`config.mk`:
```
export PLATFORM = sky130hd
export DESIGN_NAME = calendar_set_ctrl
export DESIGN_NICKNAME = d
export VERILOG_FILES = /design/src/rtl/calendar_set_ctrl.sv
export SDC_FILE = /design/constraint.sdc
export NUM_CORES = 1
export LEC_CHECK = 0
export ABC_AREA = 1
export CAP_MARGIN = 5
export CORE_ASPECT_RATIO = 1.2
export CORE_UTILIZATION = 60
export CTS_BUF_LIST = sky130_fd_sc_hd__clkbuf_4 sky130_fd_sc_hd__clkbuf_8
export DETAILED_ROUTE_END_ITERATION = 7
export PLACE_DENSITY = 0.78
export SLEW_MARGIN = 10
export SYNTH_ARGS = -nofsm -noshare
export SYNTH_HDL_FRONTEND = slang
export SYNTH_SLANG_ARGS = --single-unit
```
`constraint.sdc`:
```
create_clock -name Clk -period 4.6 [get_ports Clk]
set_input_delay 0.92 -clock Clk [delete_from_list [all_inputs] [get_ports Clk]]
set_output_delay 0.92 -clock Clk [all_outputs]
set_load 0.03 [all_outputs]
```
`src/rtl/calendar_set_ctrl.sv`:
```
// rtl/calendar_set_ctrl.sv - key sequencer and rollover gate for the calendar date counter
module calendar_set_ctrl #(
   parameter int HOLD_CYC    = 25_000_000,
   parameter int REPEAT_CYC  = 5_000_000,
   parameter int TIMEOUT_CYC = 500_000_000,
   parameter int BLINK_CYC   = 12_500_000,
   parameter int CNT_W       = 29
) (
   input  logic       Clk,
   input  logic       Reset,
   input  logic       key_mode,
   input  logic       key_up,
   input  logic       key_down,
   input  logic       day_full,
   output logic [2:0] cnt_inc,
   output logic [2:0] cnt_dec,
   output logic       full_flag,
   output logic [2:0] sel,
   output logic       set_mode,
   output logic       blink
);

   // Encoding is sequential so that a mode press is a plain +1 that wraps SET_YEAR back to RUN
   localparam logic [1:0] RUN      = 2'd0;
   localparam logic [1:0] SET_DAY  = 2'd1;
   localparam logic [1:0] SET_MON  = 2'd2;
   localparam logic [1:0] SET_YEAR = 2'd3;

   localparam logic [CNT_W-1:0] ONE      = CNT_W'(1);
   localparam logic [CNT_W-1:0] HOLD_M1  = CNT_W'(HOLD_CYC - 1);
   localparam logic [CNT_W-1:0] REP_M1   = CNT_W'(REPEAT_CYC - 1);
   localparam logic [CNT_W-1:0] TMO_M1   = CNT_W'(TIMEOUT_CYC - 1);
   localparam logic [CNT_W-1:0] BLINK_M1 = CNT_W'(BLINK_CYC - 1);

   logic [1:0]       state, state_nx;
   logic             mode_d, up_d, down_d;
   logic [CNT_W-1:0] hold_cnt, idle_cnt, blink_cnt;
   logic [CNT_W-1:0] hold_cnt_nx, idle_cnt_nx, blink_cnt_nx;
   logic             repeating, rep_up, rep_dn, lock, pending, phase;
   logic             repeating_nx, rep_up_nx, rep_dn_nx, phase_nx;
   logic             mode_rise, up_rise, dn_rise, any_key, in_set, timeout, state_chg;
   logic             up_first, dn_first, up_hold, dn_hold, hold_hit, inc_pulse, dec_pulse;
   logic [2:0]       sel_nx;

   // Next-state, pulse qualification and timer next values
   always_comb begin
      mode_rise = key_mode & ~mode_d;
      up_rise   = key_up & ~up_d;
      dn_rise   = key_down & ~down_d;
      any_key   = key_mode | key_up | key_down;
      in_set    = (state != RUN);
      timeout   = in_set & ~any_key & (idle_cnt == TMO_M1);

      state_nx = state;
      if (mode_rise)
         state_nx = state + 2'd1;
      else if (timeout)
         state_nx = RUN;
      state_chg = (state_nx != state);

      case (state_nx)
         SET_DAY:  sel_nx = 3'b001;
         SET_MON:  sel_nx = 3'b010;
         SET_YEAR: sel_nx = 3'b100;
         default:  sel_nx = 3'b000;
      endcase

      // A fresh press only counts when the other key is up and no two-key chord is still latched
      up_first  = in_set & ~state_chg & up_rise & ~key_down & ~lock;
      dn_first  = in_set & ~state_chg & dn_rise & ~key_up & ~lock;
      up_hold   = rep_up & key_up & ~key_down & ~state_chg;
      dn_hold   = rep_dn & key_down & ~key_up & ~state_chg;
      hold_hit  = repeating ? (hold_cnt == REP_M1) : (hold_cnt == HOLD_M1);
      inc_pulse = up_first | (up_hold & hold_hit);
      dec_pulse = dn_first | (dn_hold & hold_hit);

      hold_cnt_nx  = '0;
      repeating_nx = 1'b0;
      rep_up_nx    = 1'b0;
      rep_dn_nx    = 1'b0;
      if (up_first | dn_first) begin
         rep_up_nx = up_first;
         rep_dn_nx = dn_first;
      end else if (up_hold | dn_hold) begin
         rep_up_nx = up_hold;
         rep_dn_nx = dn_hold;
         if (hold_hit) begin
            repeating_nx = 1'b1;
         end else begin
            hold_cnt_nx  = hold_cnt + ONE;
            repeating_nx = repeating;
         end
      end

      idle_cnt_nx = (state_nx == RUN || any_key || state_chg) ? '0 : idle_cnt + ONE;

      blink_cnt_nx = '0;
      phase_nx     = 1'b0;
      if (state_chg) begin
         phase_nx = 1'b1;
      end else if (in_set) begin
         if (blink_cnt == BLINK_M1) begin
            phase_nx = ~phase;
         end else begin
            blink_cnt_nx = blink_cnt + ONE;
            phase_nx     = phase;
         end
      end
   end

   // State, key history and internal timers
   always_ff @(posedge Clk or posedge Reset) begin
      if (Reset) begin
         state     <= RUN;
         mode_d    <= 1'b0;
         up_d      <= 1'b0;
         down_d    <= 1'b0;
         hold_cnt  <= '0;
         idle_cnt  <= '0;
         blink_cnt <= '0;
         repeating <= 1'b0;
         rep_up    <= 1'b0;
         rep_dn    <= 1'b0;
         lock      <= 1'b0;
         pending   <= 1'b0;
         phase     <= 1'b0;
      end else begin
         state     <= state_nx;
         mode_d    <= key_mode;
         up_d      <= key_up;
         down_d    <= key_down;
         hold_cnt  <= hold_cnt_nx;
         idle_cnt  <= idle_cnt_nx;
         blink_cnt <= blink_cnt_nx;
         repeating <= repeating_nx;
         rep_up    <= rep_up_nx;
         rep_dn    <= rep_dn_nx;
         lock      <= (lock | (key_up & key_down)) & (key_up | key_down);
         pending   <= (state_nx != RUN) & (pending | day_full);
         phase     <= phase_nx;
      end
   end

   // Registered outputs; a rollover held while editing is released on the first RUN cycle
   always_ff @(posedge Clk or posedge Reset) begin
      if (Reset) begin
         cnt_inc   <= 3'b000;
         cnt_dec   <= 3'b000;
         full_flag <= 1'b0;
         sel       <= 3'b000;
         set_mode  <= 1'b0;
         blink     <= 1'b0;
      end else begin
         cnt_inc   <= inc_pulse ? sel : 3'b000;
         cnt_dec   <= dec_pulse ? sel : 3'b000;
         full_flag <= (state_nx == RUN) & (pending | day_full);
         sel       <= sel_nx;
         set_mode  <= (state_nx != RUN);
         blink     <= (state_nx != RUN) & (phase_nx | key_up | key_down);
      end
   end

endmodule

```
After elaboration in Yosys (flattened, before gate mapping)
Cells that the tools add are included.
{"block": "totals", "wordCells": 105, "input_bits": 6, "ff_bits": 110, "output_inout_bits": 12}
{"block": "classes", "n_reduce_logical": 5, "bitwise_logic": 45, "eq_ne": 9, "mux": 23, "n_addsub": 4}
{"op": "29-bit two-way mux", "n": 7}
{"op": "29-bit by 1-bit adder with 29-bit output (second input constant)", "n": 3}
{"op": "29-bit by 23-bit equality test with 1-bit output (second input constant)", "n": 1}
{"op": "29-bit by 24-bit equality test with 1-bit output (second input constant)", "n": 1}
{"op": "29-bit by 25-bit equality test with 1-bit output (second input constant)", "n": 1}
{"op": "29-bit equality test (second input constant)", "n": 1}
{"op": "1-bit bitwise AND", "n": 25}
{"op": "1-bit two-way mux", "n": 11}
{"op": "1-bit bitwise OR", "n": 11}
{"op": "1-bit inverter", "n": 9}
{"op": "3-bit case mux with 3 select lines", "n": 1}
{"op": "3-bit two-way mux", "n": 2}
{"op": "2-bit equality test (second input constant)", "n": 2}
{"op": "2-bit two-way mux", "n": 2}
{"op": "2-bit nonzero test", "n": 2}
{"op": "3-bit != test (second input constant)", "n": 1}
{"op": "2-bit by 1-bit adder with 2-bit output (second input constant)", "n": 1}
{"op": "2-bit by 1-bit equality test with 1-bit output (second input constant)", "n": 1}
{"op": "2-bit logical NOT", "n": 1}
{"op": "1-bit logical OR", "n": 2}
{"op": "2-bit != test", "n": 1}

Depth between registers and ports, before layout
Gate-level depths: netlist of run 1.
{"block": "depth", "depth_word": 15, "mapped_depth": 13, "mapped_depth_nobuf": 13}

Worst setup path after synthesis of run 1
Ideal clock, no wire load.
{"block": "synth_timing", "kind": "input port to flip-flop", "start": "input key_down", "end": "register idle_cnt[17]", "required_ps": 4481, "path_buffers": 1, "arrival_ps": 2000, "setup_time_ps": 119, "path_stages": 11, "slack_ps": 2481, "cell_sequence": "nor2_4 > nand3_1 > nor2_1 > nand3_1 > nand2_2 > nand2_2 > nor2_2 > nor2_2 > inv_2 > buf_4 > nor2_1"}
{"block": "synth_via", "elab_chain_cells": 10, "elab_cells_between_ends": 11, "cone_classes": "1 x eq/ne; 3 x mux; 4 x bitwise; 3 x reduce/logical"}
{"element": "start, declared", "line_no": "13", "text": "input logic key_down,"}
{"element": "1-bit bitwise OR *", "line_no": "50", "text": "any_key = key_mode | key_up | key_down;"}
{"element": "1-bit inverter *", "line_no": "52", "text": "timeout = in_set & ~any_key & (idle_cnt == TMO_M1);"}
{"element": "1-bit bitwise AND * (2 in a row)", "line_no": "52"}
{"element": "2-bit two-way mux *", "line_no": "57", "text": "else if (timeout)"}
{"element": "2-bit two-way mux *", "line_no": "55", "text": "if (mode_rise)"}
{"element": "net state_nx[1]", "line_no": "35", "text": "logic [1:0] state, state_nx;"}
{"element": "2-bit logical NOT", "line_no": "95", "text": "idle_cnt_nx = (state_nx == RUN || any_key || state_chg) ? '0 : idle_cnt + ONE;"}
{"element": "1-bit logical OR", "line_no": "95"}
{"element": "1-bit logical OR *", "line_no": "95"}
{"element": "29-bit two-way mux *", "line_no": "95"}
{"element": "net idle_cnt_nx[17]", "line_no": "38", "text": "logic [CNT_W-1:0] hold_cnt_nx, idle_cnt_nx, blink_cnt_nx;"}
{"element": "end signal, assigned", "line_no": "133", "text": "idle_cnt <= idle_cnt_nx;"}
{"element": "end, declared", "line_no": "37", "text": "logic [CNT_W-1:0] hold_cnt, idle_cnt, blink_cnt;"}
The timed path passes the listed nets; every way through them passes the cells marked *.
A chain may end at the register's enable or synchronous reset.

Worst setup path in the final report of run 1
{"block": "layout_timing", "start": "input key_down", "end": "register hold_cnt[19]"}
{"block": "layout_via", "elab_chain_cells": 14, "elab_cells_between_ends": 26, "cone_classes": "1 x eq/ne; 4 x mux; 21 x bitwise"}
{"element": "1-bit bitwise OR", "line_no": "50"}
{"element": "1-bit inverter", "line_no": "52"}
{"element": "1-bit bitwise AND (2 in a row)", "line_no": "52"}
{"element": "2-bit two-way mux", "line_no": "57"}
{"element": "2-bit two-way mux", "line_no": "55"}
{"element": "2-bit != test", "line_no": "59", "text": "state_chg = (state_nx != state);"}
{"element": "1-bit inverter"}
{"element": "1-bit bitwise AND", "line_no": "69, 70"}
{"element": "1-bit bitwise AND, on equally long branches (3 in a row)", "line_no": "69, 70"}
{"element": "1-bit bitwise OR", "line_no": "81", "text": "if (up_first | dn_first) begin"}
{"element": "29-bit two-way mux *", "line_no": "81"}
{"element": "net hold_cnt_nx[19]", "line_no": "38"}
{"element": "end signal, assigned", "line_no": "132", "text": "hold_cnt <= hold_cnt_nx;"}
{"element": "end, declared", "line_no": "37"}
Marks and branches as above.

==> impl_metrics.json, run 1 <==
{
  "switchingPower_w": 0.000614,
  "powerDensity_nw_per_um2": 281,
  "seq_area_um2": 2750,
  "core_area_um2": 10500,
  "finalPower_w": 0.00193,
  "critPathMaxStageDelay_ns": 0.58,
  "cp_max_fo": 30,
  "dr_total_vias": 5552,
  "overflow": 0,
  "fin_worst_skew_ns": 0.00828,
  "die_h_um": 115,
  "multiInputGateArea_um2": 3180,
  "stdcell_area_um2": 6860,
  "num_antenna_cells": 0,
  "clock_path_buffers": 2,
  "use_met1": 0.364,
  "wire_per_inst_um": 14.4,
  "grtUsageMet3": 0.0529,
  "track_usage": 0.282,
  "grt_pass1_vias": 5327,
  "tns_ns": 0,
  "irDropWorstVdd_uv": 293,
  "place_area_um2": 6660,
  "syn_inst": 853,
  "synth_warnings": 0,
  "grt_pass1_wl_um": 24300,
  "ys.flop_type": "dfrtp_1",
  "ant_nets": 0,
  "syn2layout_area_growth_pct": 6.80,
  "netlist_area_um2": 6420,
  "pre_cts_slack_ns": 1.10,
  "p_sw_frac": 0.319,
  "cts-resized-gates": 0,
  "worst_pin_slew_ns": 0.973,
  "synthArstFlopShare": 1.00,
  "critical_path_class": "input port to flip-flop",
  "finalHoldViolCount": 0,
  "cts_sinks": 110,
  "clkPwrFrac": 0.302,
  "cp_data_arrival_time_ns": 3.35,
  "drc": 0,
  "synth_cell_types": 36,
  "synth_seq_cells": 110,
  "cts_root_buf": "clkbuf_8",
  "hpwl_um": 10700,
  "drive_gt1_frac": 0.0678,
  "portBuffers": 17,
  "rsz0062_at_grt": "false",
  "synth_commonest_cells": "183 x nor2_1, 170 x nand2_1, 110 x dfrtp_1",
  "cp_common_cell": "nand3_1",
  "cpMaxStageDelayCell": "nand2_1",
  "p_comb_frac": 0.158,
  "antenna_found_initial": 0,
  "fin_crit_sh": 0.674,
  "wl_um": 14400,
  "status": "completed",
  "ios": 18,
  "clock.fmax_ghz": 0.322,
  "worstPathCellList": "clkdlybuf4s50_1 -> nor2_4 -> nand3_1 -> nor2_1 -> nand3_1 -> nand2_2 -> nand2_2 -> nand3_1 -> nand2_1 -> nand2_1 -> nor2_2",
  "cts.reportedPaths.clkPinSlew_ns": 0.11,
  "crit_required_ns": 4.85,
  "p_int_w": 0.00131,
  "slew_headroom": 0.350,
  "fillers": 925,
  "syn_nets": 863,
  "die_area_um2": 11100,
  "critPathCaptureType": "flip-flop",
  "rows": 41,
  "grtUsageMet2": 0.468,
  "yosysSeqAreaShare": 0.429,
  "synth_area_leaders": "dfrtp_1 43%, nor2_1 11%, nand2_1 9.9%",
  "min_period_ns": 3.10,
  "avgSynthCellArea_um2": 7.53,
  "leakage_nw": 2.84,
  "via_per_inst": 5.56,
  "gp_congestion": 0.944,
  "first_iter_violations": 377,
  "yosys.area.top_type_share": 0.429,
  "setup_violations": 0,
  "busiest_layer": "met2",
  "clk-insertion-delay-late_ns": 0.38,
  "post-synth-top-count-cell": "nor2_1",
  "initial_core_util": 0.614,
  "dr.pass1.iters": 5,
  "ctsHoldBuffers": 0,
  "final_max_slew_viol_count": 0,
  "die_w_um": 96.4,
  "cts_tree": "built",
  "start_kind": "input port",
  "grt_max_degree": 75,
  "cts-buffers-inserted": 9,
  "yosys.area.top_type": "dfrtp_1",
  "synth_edf_count": 0,
  "finalNetCount": 875,
  "postCtsSetupRepairBufs": 0,
  "setup_ws_ns": 1.50,
  "drv_cap": 0,
  "power_frac_seq": 0.539,
  "htree_levels": 3,
  "hold_path_class": "flip-flop to flip-flop"
}
-- layout by cell type, fill, tap and decap left out, types with 7 or more instances in the layout --
| cell type | synthesis | routed |
|---|---|---|
| a21oi_1 | 14 | 14 |
| nor2_2 | 14 | 14 |
| nor3_1 | 46 | 46 |
| xor2_1 | 48 | 48 |
| nor2_1 | 183 | 183 |
| dfrtp_1 | 110 | 110 |
| nand3_1 | 33 | 33 |
| xnor2_1 | 22 | 22 |
| o21ai_0 | 7 | 7 |
| inv_1 | 96 | 95 |
| nand2_2 | 7 | 7 |
| nand2_1 | 170 | 170 |
| clkbuf_8 | 0 | 9 |
| nand4_1 | 32 | 32 |
| nor4_1 | 19 | 19 |
| clkdlybuf4s50_1 | 0 | 17 |
-- per-layer routing --
metal  wire length (um)  part of all wire
met1               6430              0.45
met2               6970              0.48
met4                435             0.030
met3                591             0.041
met5                  0                 0
-- cell type report --
type	count	area share
multi-input cells	624	0.463
clock buffers	9	0.0181
clock inverters	7	0.0108
flip-flops and latches	110	0.401
well taps	129	0.0235
repair buffers	20	0.0281
inverters	100	0.0551
-- metrics by stage --
stage / hold slack (ns) / instances / util
after CTS: 0.498 / 999 / 0.655
after global placement: 0.483 / 983 / 0.637
after floorplan: 0.464 / 853 / -
after global routing: 0.544 / 999 / 0.655
final: 0.496 / 999 / 0.655
after detailed placement: 0.479 / 983 / 0.637
-- flip-flops by register name, summed over array words and instances (netlist names), 2 cells and up --
signal	flops
sel	3
state	2
cnt_inc	3
cnt_dec	3
hold_cnt	29
blink_cnt	29
idle_cnt	29
-- worst max-delay path, delay by kind of cell --
family | cells | cell delay (ns)
simple gates | 10 | 1.86
buf+inv | 1 | 0.57
-- power groups by stage --
stage / Combinational, W / Clock, W / Sequential, W
after CTS: 0.000309 / 0.000596 / 0.00104
after detailed placement: 0.000307 / 0 / 0.00106
after floorplan: 0.000186 / 0 / 0.00109
after global routing: 0.000338 / 0.000632 / 0.00104
final: 0.000305 / 0.000582 / 0.00104
after global placement: 0.000296 / 0 / 0.00106
-- path summary, 6_finish.rpt --
| check | slack, ns | from | depth (start not counted) | to |
|---|---|---|---|---|
| worst max register to register | 1.96 | idle_cnt[0] | 12 | hold_cnt[19] |
| max in group asynchronous | 2.68 | Reset | 3 | mode_d |
| worst max-delay path | 1.50 | key_down | 11 | hold_cnt[19] |
| worst min-delay path | 0.50 | state[0] | 1 | state[0] |
| worst min register to register | 0.50 | state[0] | 1 | state[0] |
| min in group asynchronous | 1.10 | Reset | 2 | blink_cnt[8] |
-- logic make-up (layout without fill, tap and decap cells) --
kind of cell | after synthesis | after routing | synth area share
adder cells (fa/ha/maj) | 4 | 4 | 0.00779
flip-flops | 110 | 110 | 0.429
XOR/XNOR | 70 | 70 | 0.0955
buffers and inverters | 119 | 136 | 0.0768
AO/OA/AOI/OAI | 27 | 27 | 0.0249
AND/OR/NAND/NOR | 523 | 523 | 0.366
No activity file was read; power rests on OpenSTA's default activity.
==> inputs of run 2 (changes only) <==
--- a/config.mk
+++ b/config.mk
@@ -8,10 +8,10 @@
 export ABC_AREA = 1
 export CAP_MARGIN = 5
 export CORE_ASPECT_RATIO = 1.2
-export CORE_UTILIZATION = 60
+export CORE_UTILIZATION = 58
 export CTS_BUF_LIST = sky130_fd_sc_hd__clkbuf_4 sky130_fd_sc_hd__clkbuf_8
 export DETAILED_ROUTE_END_ITERATION = 7
-export PLACE_DENSITY = 0.78
+export PLACE_DENSITY = 0.79
 export SLEW_MARGIN = 10
 export SYNTH_ARGS = -nofsm -noshare
 export SYNTH_HDL_FRONTEND = slang
==> constraint.sdc (replaced) <==
create_clock -name Clk -period 2.8 [get_ports Clk]
set_input_delay 0.56 -clock Clk [delete_from_list [all_inputs] [get_ports Clk]]
set_output_delay 0.56 -clock Clk [all_outputs]
set_load 0.03 [all_outputs]
==> run 2 against run 1 <==
Largest cell class unchanged. Critical path depth up 1. Highest routed layer unchanged. Register-to-register slack got worse by 1.5 ns. Hold slack gained 0.0085 ns. Non-clock buffer count rose by 5. The run now ends with DRC left. Final area increased by 1.2%. Clock skew is 0.0080 ns higher. Combinational power is 68% higher.
==> impl_metrics.json, run 2 (same netlist as run 1, synthesis figures left out) <==
{
  "top_layer": "met4",
  "layout_commonest_cell": "nor2_1",
  "cts_sinks": 110,
  "fin_worst_skew_ns": 0.0163,
  "critical_path_class": "flip-flop to flip-flop",
  "hp-start": "state[0]",
  "via_per_inst": 5.63,
  "leakage_nw": 2.87,
  "top_regs": "blink_cnt: 29 flops, hold_cnt: 29 flops, idle_cnt: 29 flops",
  "r2r_setup_slack_ns": 0.41,
  "grt_pass1_vias": 5544,
  "postCtsSetupRepairBufs": 0,
  "dr.pass1.iters": 7,
  "portBuffers": 17,
  "status": "finished, violations left",
  "cp_data_arrival_time_ns": 2.61,
  "critPathCaptureType": "flip-flop",
  "dr_total_vias": 5657,
  "multiInputGateArea_um2": 3180,
  "die_w_um": 98.1,
  "cts.reportedPaths.clkPinSlew_ns": 0.11,
  "irDropWorstVdd_uv": 345,
  "crit_required_ns": 3.03,
  "violations": "DRC",
  "cts_root_buf": "clkbuf_8",
  "slew_headroom": 0.382,
  "num_antenna_cells": 0,
  "core_area_um2": 10700,
  "cts_tree": "built",
  "place_area_um2": 6740,
  "rows": 41,
  "wl_met3_um": 710,
  "hold_slack_ns": 0.504,
  "tns_ns": 0,
  "htree_levels": 3,
  "pre_cts_slack_ns": 0.106,
  "gp_congestion": 0.967,
  "hold_end": "state[0]",
  "seq_area_um2": 2750,
  "clock_path_buffers": 2,
  "die_h_um": 117,
  "antenna_found_initial": 0,
  "setup_ws_ns": 0.414,
  "stdcell_area_um2": 6940,
  "worst_pin_slew_ns": 0.924,
  "start_kind": "flip-flop",
  "wire_per_inst_um": 14.8,
  "final_max_slew_viol_count": 0,
  "finalNetCount": 880,
  "r2r_cells": 12,
  "cp_max_fo": 21,
  "ant_nets": 0,
  "powerDensity_nw_per_um2": 463,
  "first_iter_violations": 383,
  "setup_violations": 0,
  "cts-buffers-inserted": 9,
  "track_usage": 0.279,
  "met1Wirelength_um": 6360,
  "fillers": 921,
  "hpwl_um": 11300,
  "rr_startpoint": "idle_cnt[0]",
  "initial_core_util": 0.602,
  "drive_gt1_frac": 0.0731,
  "finalHoldViolCount": 0,
  "grt_pass1_wl_um": 25400,
  "fin_crit_sh": 0.852,
  "rsz0062_at_grt": "false",
  "wl_um": 14800,
  "ctsHoldBuffers": 0,
  "min_period_ns": 2.39,
  "final_cell_mix": "183 x nor2_1, 170 x nand2_1, 110 x dfrtp_1",
  "overflow": 0,
  "grt_max_degree": 47,
  "drc": 2,
  "dr_wl_met2_um": 7310,
  "clk-insertion-delay-late_ns": 0.38,
  "cts-resized-gates": 0,
  "die_area_um2": 11500,
  "clock.fmax_ghz": 0.419,
  "drv_cap": 0,
  "hold_depth": 1,
  "hold_path_class": "flip-flop to flip-flop",
  "ios": 18,
  "syn2layout_area_growth_pct": 8.05,
  "reg2reg_to": "blink_cnt[6]"
}
run 2: metal layers:
| layer | track usage | vias to the layer above |
|---|---|---|
| li1 | - | 2746 |
| met5 | 0 | - |
| met3 | 0.0457 | 41 |
| met2 | 0.495 | 189 |
| met4 | 0.126 | 0 |
| met1 | 0.338 | 2681 |
run 2: worst max path at each step:
stage                      from             to  depth (start not counted)
floorplan                 Reset          blink                          1
global placement       key_down  blink_cnt[13]                         11
detailed placement     key_down   blink_cnt[6]                         11
CTS                    state[0]   blink_cnt[6]                         12
global route           state[0]   blink_cnt[6]                         12
finish              idle_cnt[0]   blink_cnt[6]                         12
run 2: stage by stage:
stage	utilization	cells	power, W
after CTS	0.650	1004	0.00324
after floorplan	-	853	0.00210
after detailed placement	0.631	988	0.00225
final	0.650	1004	0.00321
after global routing	0.650	1004	0.00336
after global placement	0.631	988	0.00223
run 2: layout make-up:
| type | instances | area share |
|---|---|---|
| clock inverter | 5 | 0.00811 |
| timing repair buffer | 25 | 0.0386 |
| multi-input combinational | 624 | 0.458 |
| clock buffer | 11 | 0.0209 |
| inverter | 100 | 0.0546 |
| tap | 129 | 0.0233 |
| sequential | 110 | 0.397 |
run 2: power by group:
group          leakage (nW)  switching [W]  internal [W]
combinational          1.26       0.000360      0.000151
sequential             1.51      0.0000494       0.00166
clock                 0.103       0.000544      0.000449
total                  2.87       0.000954       0.00226
run 2: worst max-delay path: stages, from the launching register on:
cell	delay (ns)
dfrtp_1	0.45
ha_1	0.21
nand2_2	0.09
nor2_4	0.12
inv_2	0.08
nor2_4	0.19
nand3_1	0.14
nand2_2	0.12
nand3_4	0.14
nand2_2	0.15
inv_2	0.06
o211ai_2	0.34
nor2_1	0.13
==> inputs of run 3 (changes only) <==
--- a/config.mk
+++ b/config.mk
@@ -7,12 +7,11 @@
 export LEC_CHECK = 0
 export ABC_AREA = 1
 export CAP_MARGIN = 5
-export CORE_ASPECT_RATIO = 1.2
 export CORE_UTILIZATION = 58
 export CTS_BUF_LIST = sky130_fd_sc_hd__clkbuf_4 sky130_fd_sc_hd__clkbuf_8
 export DETAILED_ROUTE_END_ITERATION = 7
 export PLACE_DENSITY = 0.79
-export SLEW_MARGIN = 10
+export SLEW_MARGIN = 25
 export SYNTH_ARGS = -nofsm -noshare
 export SYNTH_HDL_FRONTEND = slang
 export SYNTH_SLANG_ARGS = --single-unit
==> run 3 against run 2 <==
The flow now finishes without violations. Critical path depth unchanged. First-iteration DRC count increased by 3.1%. Wire length increased by 1.5%. Final cell count increased by 1.1%. Highest routed layer unchanged. Sequential power about the same.
==> impl_metrics.json, run 3 (same netlist as run 1, synthesis figures left out) <==
{
  "status": "completed",
  "r2r_cells": 12,
  "finalHoldViolCount": 0,
  "initial_core_util": 0.595,
  "drc": 0,
  "finalNetCount": 880,
  "crit_required_ns": 3.03,
  "clock.fmax_ghz": 0.420,
  "clock_path_buffers": 2,
  "hold_depth": 1,
  "dr.pass1.iters": 5,
  "grt_pass1_wl_um": 25700,
  "first_iter_violations": 395,
  "core_area_um2": 10800,
  "wire_per_inst_um": 14.9,
  "r2r_setup_slack_ns": 0.42,
  "rows": 38,
  "critical_path_class": "flip-flop to flip-flop",
  "start_kind": "flip-flop",
  "worstPathCellList": "inv_1 -> ha_1 -> nor2_1 -> nand3_1 -> nor2_1 -> nand3_1 -> nand2_2 -> nand2_2 -> nand2_2 -> inv_2 -> o211ai_2 -> nor2_1",
  "cts.reportedPaths.clkPinSlew_ns": 0.10,
  "final_cell_mix": "183 x nor2_1, 170 x nand2_1, 110 x dfrtp_1",
  "powerDensity_nw_per_um2": 469,
  "grt_pass1_vias": 5397,
  "die_h_um": 107,
  "irDropWorstVdd_uv": 473,
  "hold_end": "idle_cnt[0]",
  "cts-resized-gates": 0,
  "fillers": 915,
  "cp_max_fo": 21,
  "syn2layout_area_growth_pct": 8.51,
  "setup_ws_ns": 0.419,
  "hp-start": "idle_cnt[0]",
  "cts_sinks": 110,
  "final_max_slew_viol_count": 0,
  "grt_max_degree": 54,
  "hold_slack_ns": 0.518,
  "drive_gt1_frac": 0.0731,
  "die_area_um2": 11500,
  "reg2reg_to": "blink_cnt[3]",
  "switchingPower_w": 0.000949,
  "leakage_nw": 2.88,
  "overflow": 0,
  "cts-buffers-inserted": 9,
  "num_antenna_cells": 0,
  "worst_pin_slew_ns": 0.833,
  "hold_path_class": "flip-flop to flip-flop",
  "track_usage": 0.290,
  "tns_ns": 0,
  "portBuffers": 17,
  "via_per_inst": 5.44,
  "place_area_um2": 6750,
  "wl_um": 15100,
  "cpMaxStageDelayCell": "dfrtp_1",
  "rsz0062_at_grt": "false",
  "gp_congestion": 0.948,
  "critPathMaxStageDelay_ns": 0.41,
  "cts_root_buf": "clkbuf_8",
  "stdcell_area_um2": 6970,
  "finish.utilization": 0.646,
  "p_int_w": 0.00232,
  "p_comb_frac": 0.155,
  "pre_cts_slack_ns": 0.125,
  "cts_tree": "built",
  "min_period_ns": 2.38,
  "clk-insertion-delay-late_ns": 0.39,
  "slew_headroom": 0.443,
  "layout_commonest_cell": "nor2_1",
  "power_frac_seq": 0.521,
  "postCtsSetupRepairBufs": 0,
  "ant_nets": 0,
  "multiInputGateArea_um2": 3180,
  "setup_violations": 0,
  "fin_crit_sh": 0.850,
  "seq_area_um2": 2750,
  "dr_total_vias": 5523,
  "hpwl_um": 11300,
  "crit_start": "state[1]",
  "die_w_um": 107,
  "top_regs": "blink_cnt: 29 flops, hold_cnt: 29 flops, idle_cnt: 29 flops",
  "p_sw_frac": 0.290,
  "fin_worst_skew_ns": 0.00812,
  "antenna_found_initial": 0,
  "cp_data_arrival_time_ns": 2.61,
  "drv_cap": 0,
  "rr_startpoint": "state[1]",
  "clkPwrFrac": 0.324,
  "ios": 18,
  "critPathCaptureType": "flip-flop",
  "ctsHoldBuffers": 0,
  "htree_levels": 3
}
## run 3: cell types whose count changed in the layout (fill, tap and decap cells not counted), sizes merged
cell	previous run	this run
bufinv	1	2
clkinv	2	3
inv	100	99
clkbuf	11	10
## run 3: worst max path at each step
stage                                to  depth (start not counted)
after floorplan                   blink                          1
after global placement    blink_cnt[20]                         11
after detailed placement   blink_cnt[3]                         11
after CTS                  blink_cnt[3]                         12
after global routing       blink_cnt[3]                         12
final                      blink_cnt[3]                         12
## run 3: final cells by class
type	instances	share of cell area
clock buffer	10	0.0189
tap	140	0.0251
clock inverter	6	0.0124
multi-input combinational	624	0.456
sequential	110	0.395
inverter	100	0.0544
timing repair buffer	25	0.0384
## run 3: layer usage
metal / routed length (um) / global-route usage
met2: 7360 / 0.488
met4: 218 / 0.0812
met1: 6640 / 0.374
met3: 852 / 0.0669
met5: 0 / 0
## run 3: worst max-delay path: cells and delay by family (launching register included)
family | cells | cell delay (ns)
AOI/OAI and AO/OA | 1 | 0.31
adders and majority gates | 1 | 0.27
buffers and inverters | 2 | 0.16
DFF | 1 | 0.41
and+or+nand+nor | 8 | 1.08
## run 3: power groups by stage
stage                     Clock [W]  Combinational [W]  Sequential [W]
final                       0.00106           0.000509         0.00170
after global routing        0.00114           0.000565         0.00171
after CTS                   0.00108           0.000519         0.00170
after detailed placement          0           0.000517         0.00174
after global placement            0           0.000499         0.00173
after floorplan                   0           0.000307         0.00179
## run 3: through the flow
stage	total power, W	cells
6_report	0.00327	1015
5_1_grt	0.00342	1015
4_1_cts	0.00330	1015
3_5_place_dp	0.00225	999
3_3_place_gp	0.00223	999
2_1_floorplan	0.00210	853
